**src/rtl/dlbf_coeffs_axis_master.sv**
```systemverilog
// dlbf_coeffs_axis_master
// Streams beamformer coefficients from coefficient BRAM port B out on an
// AXI4-Stream master. Reads are prefetched into a small FIFO. A read is only
// issued while FIFO occupancy plus reads still in the BRAM pipe leave a free
// slot, so returning read data always has room and the stream may stall freely.
//
// state  | meaning
// -------+-------------------------------------------------------------
// IDLE   | waiting for a rising edge on go; configuration latched on it
// RUN    | issuing BRAM reads and streaming beats until the final tlast
// DONE   | run complete, done held high until go returns low
module dlbf_coeffs_axis_master #(
    parameter int DATA_W     = 64,
    parameter int RAM_LAT    = 2,
    parameter int FIFO_DEPTH = 4
) (
    input  logic              m_axis_clk_i,
    input  logic              m_axis_rst_i,
    input  logic              go_i,
    input  logic [11:0]       block_size_i,
    input  logic [11:0]       niter_i,
    input  logic [15:0]       rollover_addr_i,
    output logic              bram_enb_o,
    output logic [15:0]       bram_addrb_o,
    input  logic [DATA_W-1:0] bram_doutb_i,
    output logic [DATA_W-1:0] m_axis_tdata_o,
    output logic              m_axis_tvalid_o,
    input  logic              m_axis_tready_i,
    output logic              m_axis_tlast_o,
    output logic              done_o,
    output logic [15:0]       addrb_o
);

    localparam int PW = (FIFO_DEPTH > 1) ? $clog2(FIFO_DEPTH) : 1;
    localparam int CW = $clog2(FIFO_DEPTH + 1) + 1;

    typedef enum logic [1:0] {
        S_IDLE = 2'd0,
        S_RUN  = 2'd1,
        S_DONE = 2'd2
    } state_t;

    state_t            state_q;
    logic              go_q;
    logic [11:0]       blk_size_q;
    logic [11:0]       niter_q;
    logic [15:0]       roll_q;
    logic [23:0]       total_q;
    logic [23:0]       issued_q;
    logic [15:0]       addr_q;
    logic [15:0]       addr_d;
    logic [11:0]       beat_cnt_q;
    logic [11:0]       blk_cnt_q;
    logic              done_q;

    logic [RAM_LAT-1:0] vpipe_q;
    logic [CW-1:0]      inflight;

    logic [DATA_W-1:0] mem_q [FIFO_DEPTH];
    logic [PW-1:0]     wr_ptr_q;
    logic [PW-1:0]     rd_ptr_q;
    logic [CW-1:0]     count_q;

    logic fifo_nonempty;
    logic push;
    logic pop;
    logic last_beat;
    logic issue;

    function automatic logic [PW-1:0] ptr_inc(input logic [PW-1:0] p);
        return (p == PW'(FIFO_DEPTH - 1)) ? '0 : p + PW'(1);
    endfunction

    // Count reads sitting in the BRAM latency pipe.
    always_comb begin
        inflight = '0;
        for (int i = 0; i < RAM_LAT; i++) begin
            inflight = inflight + CW'(vpipe_q[i]);
        end
    end

    // Read issue, handshake and beat bookkeeping derived from registered state.
    always_comb begin
        fifo_nonempty = (count_q != '0);
        issue         = (state_q == S_RUN) && (issued_q < total_q) &&
                        ((count_q + inflight) < CW'(FIFO_DEPTH));
        push          = vpipe_q[RAM_LAT-1];
        pop           = fifo_nonempty && m_axis_tready_i;
        last_beat     = (beat_cnt_q == blk_size_q - 12'd1);
        addr_d        = (addr_q == roll_q - 16'd1) ? 16'd0 : addr_q + 16'd1;
    end

    // Run-control FSM: configuration latch, read address, beat/block counters, done.
    always_ff @(posedge m_axis_clk_i) begin
        if (m_axis_rst_i) begin
            state_q    <= S_IDLE;
            go_q       <= 1'b0;
            blk_size_q <= '0;
            niter_q    <= '0;
            roll_q     <= '0;
            total_q    <= '0;
            issued_q   <= '0;
            addr_q     <= '0;
            beat_cnt_q <= '0;
            blk_cnt_q  <= '0;
            done_q     <= 1'b0;
        end else begin
            go_q <= go_i;
            case (state_q)
                S_IDLE: begin
                    if (go_i && !go_q) begin
                        blk_size_q <= block_size_i;
                        niter_q    <= niter_i;
                        roll_q     <= rollover_addr_i;
                        total_q    <= 24'(block_size_i) * 24'(niter_i);
                        issued_q   <= '0;
                        addr_q     <= '0;
                        beat_cnt_q <= '0;
                        blk_cnt_q  <= '0;
                        if (block_size_i == 12'd0 || niter_i == 12'd0) begin
                            state_q <= S_DONE;
                            done_q  <= 1'b1;
                        end else begin
                            state_q <= S_RUN;
                        end
                    end
                end
                S_RUN: begin
                    if (issue) begin
                        issued_q <= issued_q + 24'd1;
                        addr_q   <= addr_d;
                    end
                    if (pop) begin
                        if (last_beat) begin
                            beat_cnt_q <= '0;
                            if (blk_cnt_q == niter_q - 12'd1) begin
                                state_q <= S_DONE;
                                done_q  <= 1'b1;
                            end else begin
                                blk_cnt_q <= blk_cnt_q + 12'd1;
                            end
                        end else begin
                            beat_cnt_q <= beat_cnt_q + 12'd1;
                        end
                    end
                end
                S_DONE: begin
                    if (!go_i) begin
                        state_q <= S_IDLE;
                        done_q  <= 1'b0;
                    end
                end
                default: begin
                    state_q <= S_IDLE;
                    done_q  <= 1'b0;
                end
            endcase
        end
    end

    // Valid pipe tracking BRAM read latency; flushing it on reset drops late data.
    always_ff @(posedge m_axis_clk_i) begin
        if (m_axis_rst_i) begin
            vpipe_q <= '0;
        end else begin
            vpipe_q[0] <= issue;
            for (int i = 1; i < RAM_LAT; i++) begin
                vpipe_q[i] <= vpipe_q[i-1];
            end
        end
    end

    // FIFO pointers and occupancy; push and pop may coincide at any level.
    always_ff @(posedge m_axis_clk_i) begin
        if (m_axis_rst_i) begin
            wr_ptr_q <= '0;
            rd_ptr_q <= '0;
            count_q  <= '0;
        end else begin
            if (push) begin
                wr_ptr_q <= ptr_inc(wr_ptr_q);
            end
            if (pop) begin
                rd_ptr_q <= ptr_inc(rd_ptr_q);
            end
            case ({push, pop})
                2'b10:   count_q <= count_q + CW'(1);
                2'b01:   count_q <= count_q - CW'(1);
                default: count_q <= count_q;
            endcase
        end
    end

    // FIFO storage, written with BRAM read data as it emerges from the pipe.
    always_ff @(posedge m_axis_clk_i) begin
        if (push) begin
            mem_q[wr_ptr_q] <= bram_doutb_i;
        end
    end

    assign bram_enb_o      = issue;
    assign bram_addrb_o    = addr_q;
    assign addrb_o         = addr_q;
    assign m_axis_tvalid_o = fifo_nonempty;
    assign m_axis_tdata_o  = fifo_nonempty ? mem_q[rd_ptr_q] : '0;
    assign m_axis_tlast_o  = fifo_nonempty && last_beat;
    assign done_o          = done_q;

endmodule

```
**config.mk**
```make
export PLATFORM = sky130hd
export DESIGN_NAME = dlbf_coeffs_axis_master
export DESIGN_NICKNAME = d
export VERILOG_FILES = /design/src/rtl/dlbf_coeffs_axis_master.sv
export SDC_FILE = /design/constraint.sdc
export NUM_CORES = 1
export LEC_CHECK = 0
export ABC_AREA = 0
export BUFFER_PORTS_ARGS = -buffer_cell sky130_fd_sc_hd__buf_2
export CAP_MARGIN = 30
export CORE_MARGIN = 5
export CORE_UTILIZATION = 65
export CTS_CLUSTER_SIZE = 12
export DETAILED_ROUTE_END_ITERATION = 7
export GPL_TIMING_DRIVEN = 0
export PLACE_DENSITY = 0.89
export SLEW_MARGIN = 25
export SYNTH_ARGS = -nofsm -noshare
export SYNTH_HDL_FRONTEND = slang
export SYNTH_SLANG_ARGS = --single-unit
```
**constraint.sdc**
```tcl
create_clock -name m_axis_clk_i -period 8.9 [get_ports m_axis_clk_i]
set_input_delay 0.89 -clock m_axis_clk_i [delete_from_list [all_inputs] [get_ports m_axis_clk_i]]
set_output_delay 0.89 -clock m_axis_clk_i [all_outputs]
set_load 0.01 [all_outputs]
```
After elaboration in Yosys (flattened, before gate mapping)
Memory sizes are Yosys's and may differ from the RTL's. A register that Yosys moved wholly into a read port is not among the register bits.
Index checks and enable logic that the tools add are counted.

word-level totals
  register bits after elaboration = 142
  bits in latches = 0
  bits in writable memories = 256
  bits in read-only memories = 0
  input bits = 108
  output and inout port bits = 100
  logic and storage cells = 105
  memories kept = 1

memory list
  name   depth  width  rd ports  clocked after memory_dff  write ports  line  text
  mem_q  4      64     1         1                         1            59    logic [DATA_W-1:0] mem_q [FIFO_DEPTH];

operators by class
  $add $sub $neg = 13
  multipliers = 1
  div/mod/pow operators = 0
  order comparisons = 2
  eq/ne operators = 17
  shift operators = 0
  muxes and demuxes = 37
  bitwise gates (word level) = 0
  reductions and logical operators = 19

operator list
  cell                                                                  count
  12-bit 2-to-1 mux                                                     6
  64-bit 2-to-1 mux                                                     1
  16-bit 2-to-1 mux                                                     3
  24-bit 2-to-1 mux                                                     2
  12-bit case mux with 2 select lines                                   2
  24-bit case mux with 2 select lines                                   1
  16-bit case mux with 2 select lines                                   1
  12-bit by 1-bit adder with 12-bit output, second input constant       2
  24-bit by 1-bit adder with 24-bit output, second input constant       1
  12-bit == test                                                        2
  12-bit zero test                                                      2
  24-bit < comparator                                                   1
  12-bit by 12-bit multiplier with 24-bit output                        1
  12-bit by 1-bit subtractor with 12-bit output, second input constant  2
  2-bit 2-to-1 mux                                                      10
  16-bit by 1-bit adder with 16-bit output, second input constant       1
  16-bit == test                                                        1
  16-bit by 1-bit subtractor with 16-bit output, second input constant  1
  2-bit inequality test, second input constant                          7
  5-bit AND reduction                                                   2
  2-bit == test, second input constant                                  4
  1-bit 2-to-1 mux                                                      8
  4-bit case mux with 2 select lines                                    1
  2-bit case mux with 3 select lines                                    1
  18 further kinds                                                      26

Longest topological paths before layout
Gate-level depths: netlist of run 1.

  depth in word-level cells = 6
  depth in mapped cells = 21
  mapped depth without buffers = 20

Worst setup path after synthesis of run 1
No wires, ideal clock.

  kind = input -> register
  start point = input block_size_i[1]
  end point = register total_q[22]
  setup time = 0.117 ns
  arrival = 5.713 ns
  data required time = 8.783 ns
  slack = 3.070 ns
  stages = 19
  path buffers = 1
  path through = clkbuf_1 -> nand2_1 -> fa_1 -> fa_1 -> inv_1 -> fa_1 -> fa_1 -> inv_1 -> fa_1 -> inv_1 -> ha_1 -> a21oi_1 -> nor2_1 -> a211oi_1 -> o21ai_0 -> o31ai_1 -> o21ai_0 -> xor2_1 -> a22o_1

on the way
  word-level cells in the longest chain between the ends = 1

RTL lines
  what                                            line  text
  start: declaration                              20    input logic [11:0] block_size_i,
  12-bit by 12-bit multiplier with 24-bit output  115   total_q <= 24'(block_size_i) * 24'(niter_i);
  end signal: assignment                          115
  end: declaration                                48    logic [23:0] total_q;

No other way between the ends.
A chain may end at the register's enable or synchronous reset.

Worst setup path in the final report of run 1
  start point = input block_size_i[0]
  end point = register total_q[22]

Same word-level chain as after synthesis.

==> impl_metrics.json, run 1 <==
{
  "netlist_top_cells_area": "sky130_fd_sc_hd__edfxtp_1, sky130_fd_sc_hd__dfxtp_1, sky130_fd_sc_hd__fa_1, sky130_fd_sc_hd__mux4_2, sky130_fd_sc_hd__ha_1",
  "place.gp.congestion": 0.981,
  "worst_path_cell_trace": "buf_2 > clkbuf_1 > nand2_1 > fa_1 > fa_1 > inv_1 > fa_1 > fa_1 > inv_1 > fa_1 > inv_1 > ha_1 > a21oi_1 > nor2_1 > a211oi_1 > o21ai_0 > o31ai_1 > o21ai_0 > xor2_1 > a22o_1",
  "cp_class": "input port to flop",
  "h-tree-depth": 2,
  "r2r.worst_path.cells": 10,
  "dr_total_vias": 17000,
  "synth_flop_cell": "sky130_fd_sc_hd__edfxtp_1",
  "effective_utilization_at_floorplan": 0.655,
  "post_synth_num_cell_types": 76,
  "slowest_stage": "sky130_fd_sc_hd__fa_1",
  "count_of_flip_flops_with_a_built_in_enable_after_synthesis": 256,
  "die_area_um2": 38600,
  "synth_top_cell_area_share": 0.341,
  "clock_sinks": 400,
  "dpl.hpwl_um": 42700,
  "worst_clock_skew_ns": 0.0257,
  "postSynthRegisterBits": 400,
  "final.min_clock_period_ns": 6.22,
  "fmaxAchievable_ghz": 0.161,
  "drt-initial-drc-count": 1733,
  "clockRootBuffer": "sky130_fd_sc_hd__clkbuf_16",
  "post-cts-setup-buffers": 0,
  "maximum_number_of_pins_on_one_net_before_global_route_repair": 48,
  "post_cts_resize_count": 0,
  "post-synth-top-count-cell": "sky130_fd_sc_hd__edfxtp_1",
  "hold_path_depth": 2,
  "worst_setup_slack_after_layout_ns": 2.68,
  "critical_path.max_stage_delay_ns": 0.55,
  "tritoncts_clock_tree": "yes",
  "numPortBuffers": 207,
  "timing_hold_violations_final": 0,
  "drive_gt1_frac": 0.164,
  "worst-endpoint-arrival_ns": 6.64,
  "worst_margin_pin_slew_ns": 0.942,
  "max-slew-margin-rel": 0.371,
  "async_reset_ff_frac": 0,
  "post_drt_wl_per_cell_um": 21.7,
  "cts_hold_repair.buffers": 0,
  "floorplan.die.height_um": 196,
  "ctsLongestPathBuffers": 3,
  "tritoncts.num_buffers": 41,
  "hold_crit_path_type": "flop to flop",
  "drt.antenna.violating_nets": 0,
  "maxCapViolations": 0,
  "fillcell_total": 2155,
  "setup-violations-final": 0,
  "setup.reg_to_reg.worst_slack_ns": 5.50,
  "seq_area_frac_synth": 0.468,
  "pin_count": 208,
  "drc": 0,
  "most_used_cell_cp": "sky130_fd_sc_hd__fa_1",
  "synth-warning-count": 0,
  "rsz0062_at_grt": "no",
  "pre_cts_ws_ns": 2.17,
  "power_frac_seq": 0.339,
  "average_size_of_a_mapped_cell_um2": 11.2,
  "synthesis.instances": 2018,
  "nNetsFinal": 2586,
  "result_of_the_run": "completed",
  "critical_path.endpoint_type": "flop",
  "synthesis.nets": 2328,
  "worst-endpoint-required_ns": 9.32,
  "finalCritPeriodShare": 0.698,
  "internal_power_w": 0.00399,
  "r2r_startpoint": "blk_size_q[5]$_SDFFE_PP0P_",
  "fin_tns_setup_ns": 0,
  "power.share.combinational": 0.392,
  "syn_area_um2": 22600,
  "r2r_end": "blk_cnt_q[0]$_SDFFE_PP0P_",
  "overall_global_routing_resource_usage": 0.306,
  "vdd.ir_drop.worst_uv": 261,
  "power.leakage_nw": 10.1,
  "floorplan.rows": 68,
  "hold_end": "total_q[17]$_SDFFE_PP0P_",
  "routed_wl_um": 60100,
  "final-max-slew-violation-count": 0,
  "clk-insertion-delay-late_ns": 0.55,
  "net-switching-power_w": 0.00217,
  "hp-start": "total_q[17]$_SDFFE_PP0P_",
  "post_drt_via_cell_ratio": 6.12,
  "clock_power_share": 0.269,
  "power_density_nw_per_um2": 240,
  "drt_pre_antenna_iters": 5,
  "layout-area-overhead-vs-synth_pct": 13.7,
  "cts.clk_slew.worst_paths_ns": 0.06,
  "switching_share": 0.352,
  "critical_path.max_fanout": 10,
  "critical_path.startpoint_type": "input port",
  "core_um2": 34500,
  "synth.cells.most_frequent": "sky130_fd_sc_hd__edfxtp_1, sky130_fd_sc_hd__nand2_1, sky130_fd_sc_hd__inv_1",
  "first_global_vias": 17300,
  "grt_pass1_wl_um": 93600,
  "synth.largest_area_cell": "sky130_fd_sc_hd__edfxtp_1",
  "chipWidth_um": 196,
  "grt_overflow": 0,
  "grt_antenna_before_repair": 7
}
worst max path at each step:
| stage | startpoint | to | slack [ns] | depth (start not counted) |
|---|---|---|---|---|
| after floorplan | block_size_i[1] | total_q[22]$_SDFFE_PP0P_ | 3.07 | 19 |
| after global placement | block_size_i[0] | total_q[22]$_SDFFE_PP0P_ | 2.25 | 20 |
| after detailed placement | block_size_i[0] | total_q[22]$_SDFFE_PP0P_ | 2.17 | 20 |
| after CTS | block_size_i[0] | total_q[22]$_SDFFE_PP0P_ | 2.69 | 20 |
| after global routing | block_size_i[0] | total_q[22]$_SDFFE_PP0P_ | 2.41 | 20 |
| final | block_size_i[0] | total_q[22]$_SDFFE_PP0P_ | 2.68 | 20 |
cell type report:
type | count | area [um2] | share of cell area
multi-input combinational | 1318 | 10800 | 0.421
sequential | 400 | 10600 | 0.412
timing repair buffer | 215 | 1190 | 0.0464
clock buffer | 66 | 1180 | 0.0460
inverter | 184 | 692 | 0.0270
tap | 455 | 569 | 0.0222
buffer | 116 | 510 | 0.0199
clock inverter | 8 | 110 | 0.00429
antenna | 9 | 22.5 | 0.000878
cell usage in the layout (no fill, tap or decap), types with 37 or more instances in the layout:
cell                        count
sky130_fd_sc_hd__ha_1         101
sky130_fd_sc_hd__mux4_2        64
sky130_fd_sc_hd__buf_2        210
sky130_fd_sc_hd__nor2_1        91
sky130_fd_sc_hd__nand2_1      248
sky130_fd_sc_hd__clkbuf_16     41
sky130_fd_sc_hd__dfxtp_1      144
sky130_fd_sc_hd__xnor2_1       76
sky130_fd_sc_hd__nor3_1        37
sky130_fd_sc_hd__edfxtp_1     256
sky130_fd_sc_hd__fa_1         101
sky130_fd_sc_hd__inv_1        183
sky130_fd_sc_hd__a21oi_1      119
sky130_fd_sc_hd__and2_1       128
sky130_fd_sc_hd__clkbuf_1     102
cells by family after synthesis:
group | after synthesis | synth area share
xor+xnor | 105 | 0.0407
simple gates | 680 | 0.151
compound gates | 259 | 0.0733
flops | 400 | 0.468
fa+ha+maj | 202 | 0.146
mux | 72 | 0.0675
buf+inv | 300 | 0.0533
registers in the layout, indices dropped and copies added (netlist names), named ones only:
register    flops
total_q        24
niter_q        12
mem_q         256
go_q            1
issued_q       24
wr_ptr_q        2
roll_q         16
state_q         2
blk_size_q     12
vpipe_q         2
blk_cnt_q      12
beat_cnt_q     12
rd_ptr_q        2
addrb_o        16
count_q         4
done_o          1
worst max-delay path: cells and delay by family:
family / cells / cell delay, ns
AO/OA/AOI/OAI: 6 / 1.51
XOR/XNOR: 1 / 0.19
adder cells (fa/ha/maj): 6 / 3.03
buffers and inverters: 5 / 0.77
AND/OR/NAND/NOR: 2 / 0.22
routing by layer:
layer | up-vias | share of wire | global-route usage
li1 | 7557 | - | -
met1 | 8242 | 0.36 | 0.380
met2 | 974 | 0.51 | 0.533
met3 | 190 | 0.082 | 0.0472
met4 | 4 | 0.050 | 0.142
met5 | - | 0.00033 | 0
power groups by stage:
stage               clock [W]  sequential, W  combinational, W
finish                0.00166        0.00209           0.00241
global route          0.00175        0.00209           0.00268
CTS                   0.00166        0.00209           0.00238
detailed placement          0        0.00213           0.00235
global placement            0        0.00212           0.00227
floorplan                   0        0.00211           0.00170
stage by stage:
step           hold WS [ns]  power [W]  utilization  std cells  cell area, um2
6_report              0.458    0.00616        0.745       2771           25700
5_1_grt               0.477    0.00653        0.744       2767           25600
4_1_cts               0.460    0.00613        0.743       2758           25600
3_5_place_dp          0.450    0.00447        0.705       2684           24300
3_3_place_gp          0.446    0.00439        0.702       2680           24200
2_1_floorplan         0.432    0.00381            -       2018           22600
Note: power is estimated with default switching activity, not from simulation.
==> inputs of run 2 (changes only) <==
CORE_UTILIZATION = 60   (was 65)
PLACE_DENSITY = 0.83   (was 0.89)
clock period = 6.1 ns   (was 8.9 ns; I/O delays follow)
==> run 2 against run 1 <==
Worst hold slack got worse by 0.18 ns. Register-to-register slack got worse by 2.8 ns. Worst setup slack got worse by 2.4 ns. First-iteration DRC count fell by 24%. Via count fell by 3.6%. Clock skew fell by 0.012 ns. Final cell count rose by 1.3%. Die area rose by 7.9%. Utilization fell by 5.9 points. Largest power group unchanged.
==> impl_metrics.json, run 2 (synthesis results as in run 1) <==
{
  "result_of_the_run": "completed",
  "first_global_vias": 16800,
  "final_common_cell": "sky130_fd_sc_hd__edfxtp_1",
  "grt_pass1_wl_um": 90700,
  "most_used_cell_cp": "sky130_fd_sc_hd__fa_1",
  "post-cts-setup-buffers": 0,
  "effective_utilization_at_floorplan": 0.604,
  "clockRootBuffer": "sky130_fd_sc_hd__clkbuf_16",
  "design_area_um2": 25600,
  "grt_antenna_before_repair": 9,
  "clock_sinks": 400,
  "place.gp.congestion": 0.955,
  "vdd.ir_drop.worst_uv": 360,
  "drt.antenna.violating_nets": 0,
  "cts.clk_slew.worst_paths_ns": 0.06,
  "critical_path.max_stage_delay_ns": 0.57,
  "fmaxAchievable_ghz": 0.173,
  "power.leakage_nw": 10.1,
  "finalCritPeriodShare": 0.949,
  "largest_register_ff_count": 256,
  "drive_gt1_frac": 0.167,
  "maxCapViolations": 0,
  "final.min_clock_period_ns": 5.79,
  "core_um2": 37400,
  "power_density_nw_per_um2": 349,
  "path_buf_inv": 5,
  "layout_common_cells": "sky130_fd_sc_hd__edfxtp_1, sky130_fd_sc_hd__nand2_1, sky130_fd_sc_hd__buf_2",
  "pre_cts_ws_ns": -0.366,
  "overall_global_routing_resource_usage": 0.271,
  "worst_clock_skew_ns": 0.0132,
  "worst_margin_pin_slew_ns": 0.943,
  "cpLargestDelayFamily": "adder cells",
  "grt_overflow": 0,
  "rsz0062_at_grt": "no",
  "drc": 0,
  "dpl.hpwl_um": 40700,
  "timing_hold_violations_final": 0,
  "numPortBuffers": 207,
  "max-slew-margin-rel": 0.370,
  "fin_tns_setup_ns": 0,
  "nNetsFinal": 2574,
  "floorplan.rows": 71,
  "slowest_stage": "sky130_fd_sc_hd__fa_1",
  "drt_pre_antenna_iters": 7,
  "critical_path.max_fanout": 10,
  "pin_count": 208,
  "final-max-slew-violation-count": 0,
  "layout-area-overhead-vs-synth_pct": 13.6,
  "ctsLongestPathBuffers": 3,
  "die_area_um2": 41600,
  "drt-initial-drc-count": 1319,
  "tritoncts_clock_tree": "yes",
  "worst_hold_slack_ns": 0.276,
  "post_drt_via_cell_ratio": 5.83,
  "routed_wl_um": 55900,
  "worst_path_cell_trace": "buf_2 > clkbuf_1 > nand2_1 > fa_1 > fa_1 > inv_1 > fa_1 > fa_1 > inv_1 > fa_1 > inv_1 > ha_1 > a21oi_1 > nor2_1 > a211oi_1 > o21ai_0 > o31ai_1 > o21ai_0 > xor2_1 > a22o_1",
  "setup-violations-final": 0,
  "reg_top3": "mem_q x256, issued_q x24, total_q x24",
  "dr_total_vias": 16400,
  "maximum_number_of_pins_on_one_net_before_global_route_repair": 46,
  "post_drt_wl_per_cell_um": 19.9,
  "placement_stage_cell_area_um2": 24400,
  "chipWidth_um": 204,
  "clk-insertion-delay-late_ns": 0.55,
  "critical_path.endpoint_type": "flop",
  "floorplan.die.height_um": 204,
  "worst_setup_slack_after_layout_ns": 0.311,
  "hold_crit_path_type": "input port to flop",
  "fillcell_total": 2673,
  "critical_path.startpoint_type": "input port",
  "h-tree-depth": 2,
  "worst-endpoint-required_ns": 6.52,
  "worst-endpoint-arrival_ns": 6.21,
  "cp_class": "input port to flop",
  "tritoncts.num_buffers": 41,
  "regMostFlops": "mem_q"
}
run 2: final timing paths:
| path | startpoint | endpoint | slack [ns] | cells after the start |
|---|---|---|---|---|
| setup / recovery | niter_i[9] | total_q[22]$_SDFFE_PP0P_ | 0.31 | 20 |
| hold / removal | bram_doutb_i[38] | mem_q[2][38]$_DFFE_PP_ | 0.28 | 1 |
| hold reg to reg | total_q[17]$_SDFFE_PP0P_ | total_q[17]$_SDFFE_PP0P_ | 0.45 | 2 |
| setup reg to reg | roll_q[0]$_SDFFE_PP0P_ | addrb_o[15]$_SDFFE_PP0P_ | 2.69 | 10 |
run 2: layer usage:
| layer | track usage | routed length (um) |
|---|---|---|
| met5 | 0 | 34 |
| met2 | 0.475 | 28400 |
| met1 | 0.350 | 22100 |
| met4 | 0.0778 | 1690 |
| met3 | 0.0478 | 3670 |
run 2: final cells by class:
type / instances / area, um2 / area share
diodes: 7 / 17.5 / 0.000683
multi-input cells: 1318 / 10800 / 0.422
flip-flops and latches: 400 / 10600 / 0.412
clock buffers: 60 / 1160 / 0.0452
clock inverters: 7 / 113 / 0.00439
inverters: 184 / 692 / 0.0270
repair buffers: 215 / 1180 / 0.0459
plain buffers: 104 / 472 / 0.0184
well taps: 511 / 639 / 0.0249
run 2: stage by stage:
step,total power [W],utilization,std cells
after floorplan,0.00555,-,2018
after global placement,0.00644,0.648,2736
after detailed placement,0.00653,0.651,2740
after CTS,0.00895,0.685,2807
after global routing,0.00955,0.686,2803
final,0.00895,0.686,2806
run 2: power by group:
group	switching [W]	total, W	internal, W
logic	0.00202	0.00350	0.00148
clock network	0.00101	0.00241	0.00140
registers	0.0000694	0.00305	0.00298
total	0.00310	0.00895	0.00586
run 2: repair_timing:
item                                    in CTS  in global routing
endpoints found under the setup margin       0                  3
hold buffers                                 0                  0
resized for setup                            0                 10
==> inputs of run 3 (changes only) <==
ABC_AREA = 1   (was 0)
CORE_UTILIZATION = 61   (was 60)
PLACE_DENSITY = 0.84   (was 0.83)
==> run 3 against run 2 <==
Final area rose by 2.1%. Sequential cell count did not move. Sequential share of layout area down 0.85 points. Final cell count increased by 23%. Count of clock-buffer cells in the layout unchanged. Clock skew increased by 0.013 ns. Synthesized area increased by 2.4%. Critical path depth grew 1. Via count increased by 19%. Power rose by 25%. Routed wire length grew 9.8%.
==> impl_metrics.json, run 3 <==
{
  "result_of_the_run": "completed",
  "core_um2": 37600,
  "cts.clk_slew.worst_paths_ns": 0.06,
  "layout-area-overhead-vs-synth_pct": 13.3,
  "final.min_clock_period_ns": 5.55,
  "synth.largest_area_cell": "sky130_fd_sc_hd__edfxtp_1",
  "cpLargestDelayFamily": "adder cells",
  "routed_wl_um": 61300,
  "maximum_number_of_pins_on_one_net_before_global_route_repair": 50,
  "place.gp.congestion": 0.950,
  "ctsLongestPathBuffers": 3,
  "slowest_stage": "sky130_fd_sc_hd__fa_1",
  "synthesis.instances": 2665,
  "worst-endpoint-required_ns": 6.54,
  "grt_overflow": 0,
  "max-slew-margin-rel": 0.421,
  "average_size_of_a_mapped_cell_um2": 8.68,
  "post_drt_via_cell_ratio": 5.63,
  "dpl.hpwl_um": 44200,
  "pin_count": 208,
  "power.share.combinational": 0.501,
  "overall_global_routing_resource_usage": 0.291,
  "power_frac_seq": 0.287,
  "fmaxAchievable_ghz": 0.180,
  "synth-warning-count": 0,
  "async_reset_ff_frac": 0,
  "first_global_vias": 19500,
  "timing_hold_violations_final": 0,
  "synth_top_cell_area_share": 0.332,
  "internal_power_w": 0.00628,
  "die_area_um2": 41900,
  "power.leakage_nw": 11.5,
  "switching_share": 0.440,
  "clock_sinks": 400,
  "effective_utilization_at_floorplan": 0.615,
  "count_of_flip_flops_with_a_built_in_enable_after_synthesis": 256,
  "final-max-slew-violation-count": 0,
  "worst_clock_skew_ns": 0.0267,
  "drt-initial-drc-count": 1670,
  "clock_power_share": 0.212,
  "grt_pass1_wl_um": 97800,
  "cts_hold_repair.buffers": 0,
  "critical_path.startpoint_type": "input port",
  "seq_area_frac_synth": 0.457,
  "worst_hold_slack_ns": 0.247,
  "nNetsFinal": 3230,
  "critical_path.max_fanout": 10,
  "critical_path.max_stage_delay_ns": 0.56,
  "largest_register_ff_count": 256,
  "clk-insertion-delay-late_ns": 0.57,
  "fin_tns_setup_ns": 0,
  "drt.antenna.violating_nets": 0,
  "reg_top3": "mem_q x256, issued_q x24, total_q x24",
  "most_used_cell_cp": "sky130_fd_sc_hd__fa_1",
  "post_cts_resize_count": 0,
  "post-synth-top-count-cell": "sky130_fd_sc_hd__nand2_1",
  "clockRootBuffer": "sky130_fd_sc_hd__clkbuf_16",
  "report.power.total_w": 0.0112,
  "pre_cts_ws_ns": 0.0487,
  "drt_pre_antenna_iters": 5,
  "synth_flop_cell": "sky130_fd_sc_hd__edfxtp_1",
  "post_drt_wl_per_cell_um": 17.7,
  "regMostFlops": "mem_q",
  "vdd.ir_drop.worst_uv": 336,
  "final_common_cell": "sky130_fd_sc_hd__nand2_1",
  "tritoncts.num_buffers": 42,
  "dr_total_vias": 19500,
  "worst_margin_pin_slew_ns": 0.868,
  "chipWidth_um": 205,
  "post_synth_num_cell_types": 49,
  "layout_common_cells": "sky130_fd_sc_hd__nand2_1, sky130_fd_sc_hd__nor2_1, sky130_fd_sc_hd__inv_1",
  "postSynthRegisterBits": 400,
  "synth.cells.most_frequent": "sky130_fd_sc_hd__nand2_1, sky130_fd_sc_hd__nor2_1, sky130_fd_sc_hd__inv_1",
  "worst-endpoint-arrival_ns": 5.99,
  "setup-violations-final": 0,
  "rsz0062_at_grt": "no",
  "path_buf_inv": 6,
  "tritoncts_clock_tree": "yes",
  "post-cts-setup-buffers": 0,
  "worst_setup_slack_after_layout_ns": 0.550,
  "finalCritPeriodShare": 0.910,
  "drc": 0,
  "drive_gt1_frac": 0.111,
  "hold_crit_path_type": "input port to flop",
  "worst_path_cell_trace": "buf_2 > clkbuf_1 > nand2_1 > fa_1 > fa_1 > inv_1 > fa_1 > fa_1 > inv_1 > fa_1 > inv_1 > ha_1 > nand2_1 > o21ai_0 > a21oi_1 > o21ai_0 > nand3_1 > nand3_1 > nand2_1 > o21ai_0 > inv_1",
  "synthesis.nets": 2975,
  "syn_area_um2": 23100,
  "maxCapViolations": 0,
  "critical_path.endpoint_type": "flop",
  "grt_antenna_before_repair": 11,
  "h-tree-depth": 2,
  "numPortBuffers": 207,
  "floorplan.rows": 71,
  "floorplan.die.height_um": 205,
  "power_density_nw_per_um2": 428,
  "cp_class": "input port to flop",
  "netlist_top_cells_area": "sky130_fd_sc_hd__edfxtp_1, sky130_fd_sc_hd__dfxtp_1, sky130_fd_sc_hd__fa_1, sky130_fd_sc_hd__nand2_1, sky130_fd_sc_hd__nor2_1",
  "net-switching-power_w": 0.00494
}
run 3: cell count changes in the layout (fill, tap and decap cells not counted), moves of 73 or more:
cell                      change
sky130_fd_sc_hd__and2_1     -126
sky130_fd_sc_hd__inv_1      +173
sky130_fd_sc_hd__nand2_1    +218
sky130_fd_sc_hd__nand3_1     +73
sky130_fd_sc_hd__nor2_1     +323
sky130_fd_sc_hd__o21ai_0    +188
run 3: power groups by stage:
stage	Sequential, W	Combinational, W	Clock, W
4_1_cts	0.00322	0.00556	0.00240
6_report	0.00322	0.00562	0.00238
3_5_place_dp	0.00327	0.00548	0
5_1_grt	0.00324	0.00626	0.00252
2_1_floorplan	0.00324	0.00375	0
3_3_place_gp	0.00327	0.00535	0
run 3: logic make-up (layout without fill, tap and decap cells):
family | count (synthesis) | after routing | share of synthesized area
and+or+nand+nor | 1097 | 1097 | 0.196
DFF | 400 | 400 | 0.457
buffers and inverters | 484 | 766 | 0.0823
adders and majority gates | 202 | 202 | 0.142
xor gates and xnor gates | 74 | 74 | 0.0286
other | 0 | 4 | 0
AOI/OAI and AO/OA | 408 | 408 | 0.0937
run 3: worst reg2reg max path, stage by stage, from the launching register on:
cell and delay (ns):
sky130_fd_sc_hd__dfxtp_1 0.44, sky130_fd_sc_hd__ha_1 0.29, sky130_fd_sc_hd__a21oi_1 0.14, sky130_fd_sc_hd__o21ai_0 0.10, sky130_fd_sc_hd__nand2_1 0.07, sky130_fd_sc_hd__nand2_1 0.05
sky130_fd_sc_hd__a21oi_1 0.12, sky130_fd_sc_hd__nand4_1 0.25, sky130_fd_sc_hd__nand2_1 0.19, sky130_fd_sc_hd__clkinv_1 0.32, sky130_fd_sc_hd__clkbuf_1 0.36, sky130_fd_sc_hd__o21ai_0 0.25
sky130_fd_sc_hd__nor2_1 0.07
run 3: through the flow:
step                cells  area (um2)  utilization
floorplan            2665       23100            -
global placement     3383       24800        0.660
detailed placement   3387       24900        0.663
CTS                  3458       26200        0.697
global route         3458       26200        0.697
finish               3462       26200        0.697
run 3: layout make-up:
| class | count | area [um2] |
|---|---|---|
| clock buffer | 60 | 1160 |
| multi-input combinational | 1781 | 10700 |
| tap | 511 | 639 |
| fill | 2854 | 11400 |
| sequential | 400 | 10600 |
| timing repair buffer | 211 | 1130 |
| inverter | 363 | 1370 |
| buffer | 121 | 541 |
| clock inverter | 11 | 114 |
| antenna | 4 | 10.0 |
run 3: final timing paths:
check	cells after the start	start	slack [ns]	to
worst max-delay path	21	block_size_i[1]	0.55	total_q[19]$_SDFFE_PP0P_
worst min-delay path	1	bram_doutb_i[40]	0.25	mem_q[2][40]$_DFFE_PP_
worst max register to register	12	issued_q[19]$_SDFFE_PP0P_	3.33	addrb_o[5]$_SDFFE_PP0P_
worst min register to register	2	vpipe_q[0]$_SDFF_PP0_	0.46	vpipe_q[1]$_SDFF_PP0_
run 3: per-layer routing:
layer	global-route usage	vias to the layer above	wire [um]
li1	-	9145	-
met1	0.361	9129	23100
met2	0.498	985	29200
met3	0.0749	201	6640
met4	0.100	18	2250
met5	0	-	103
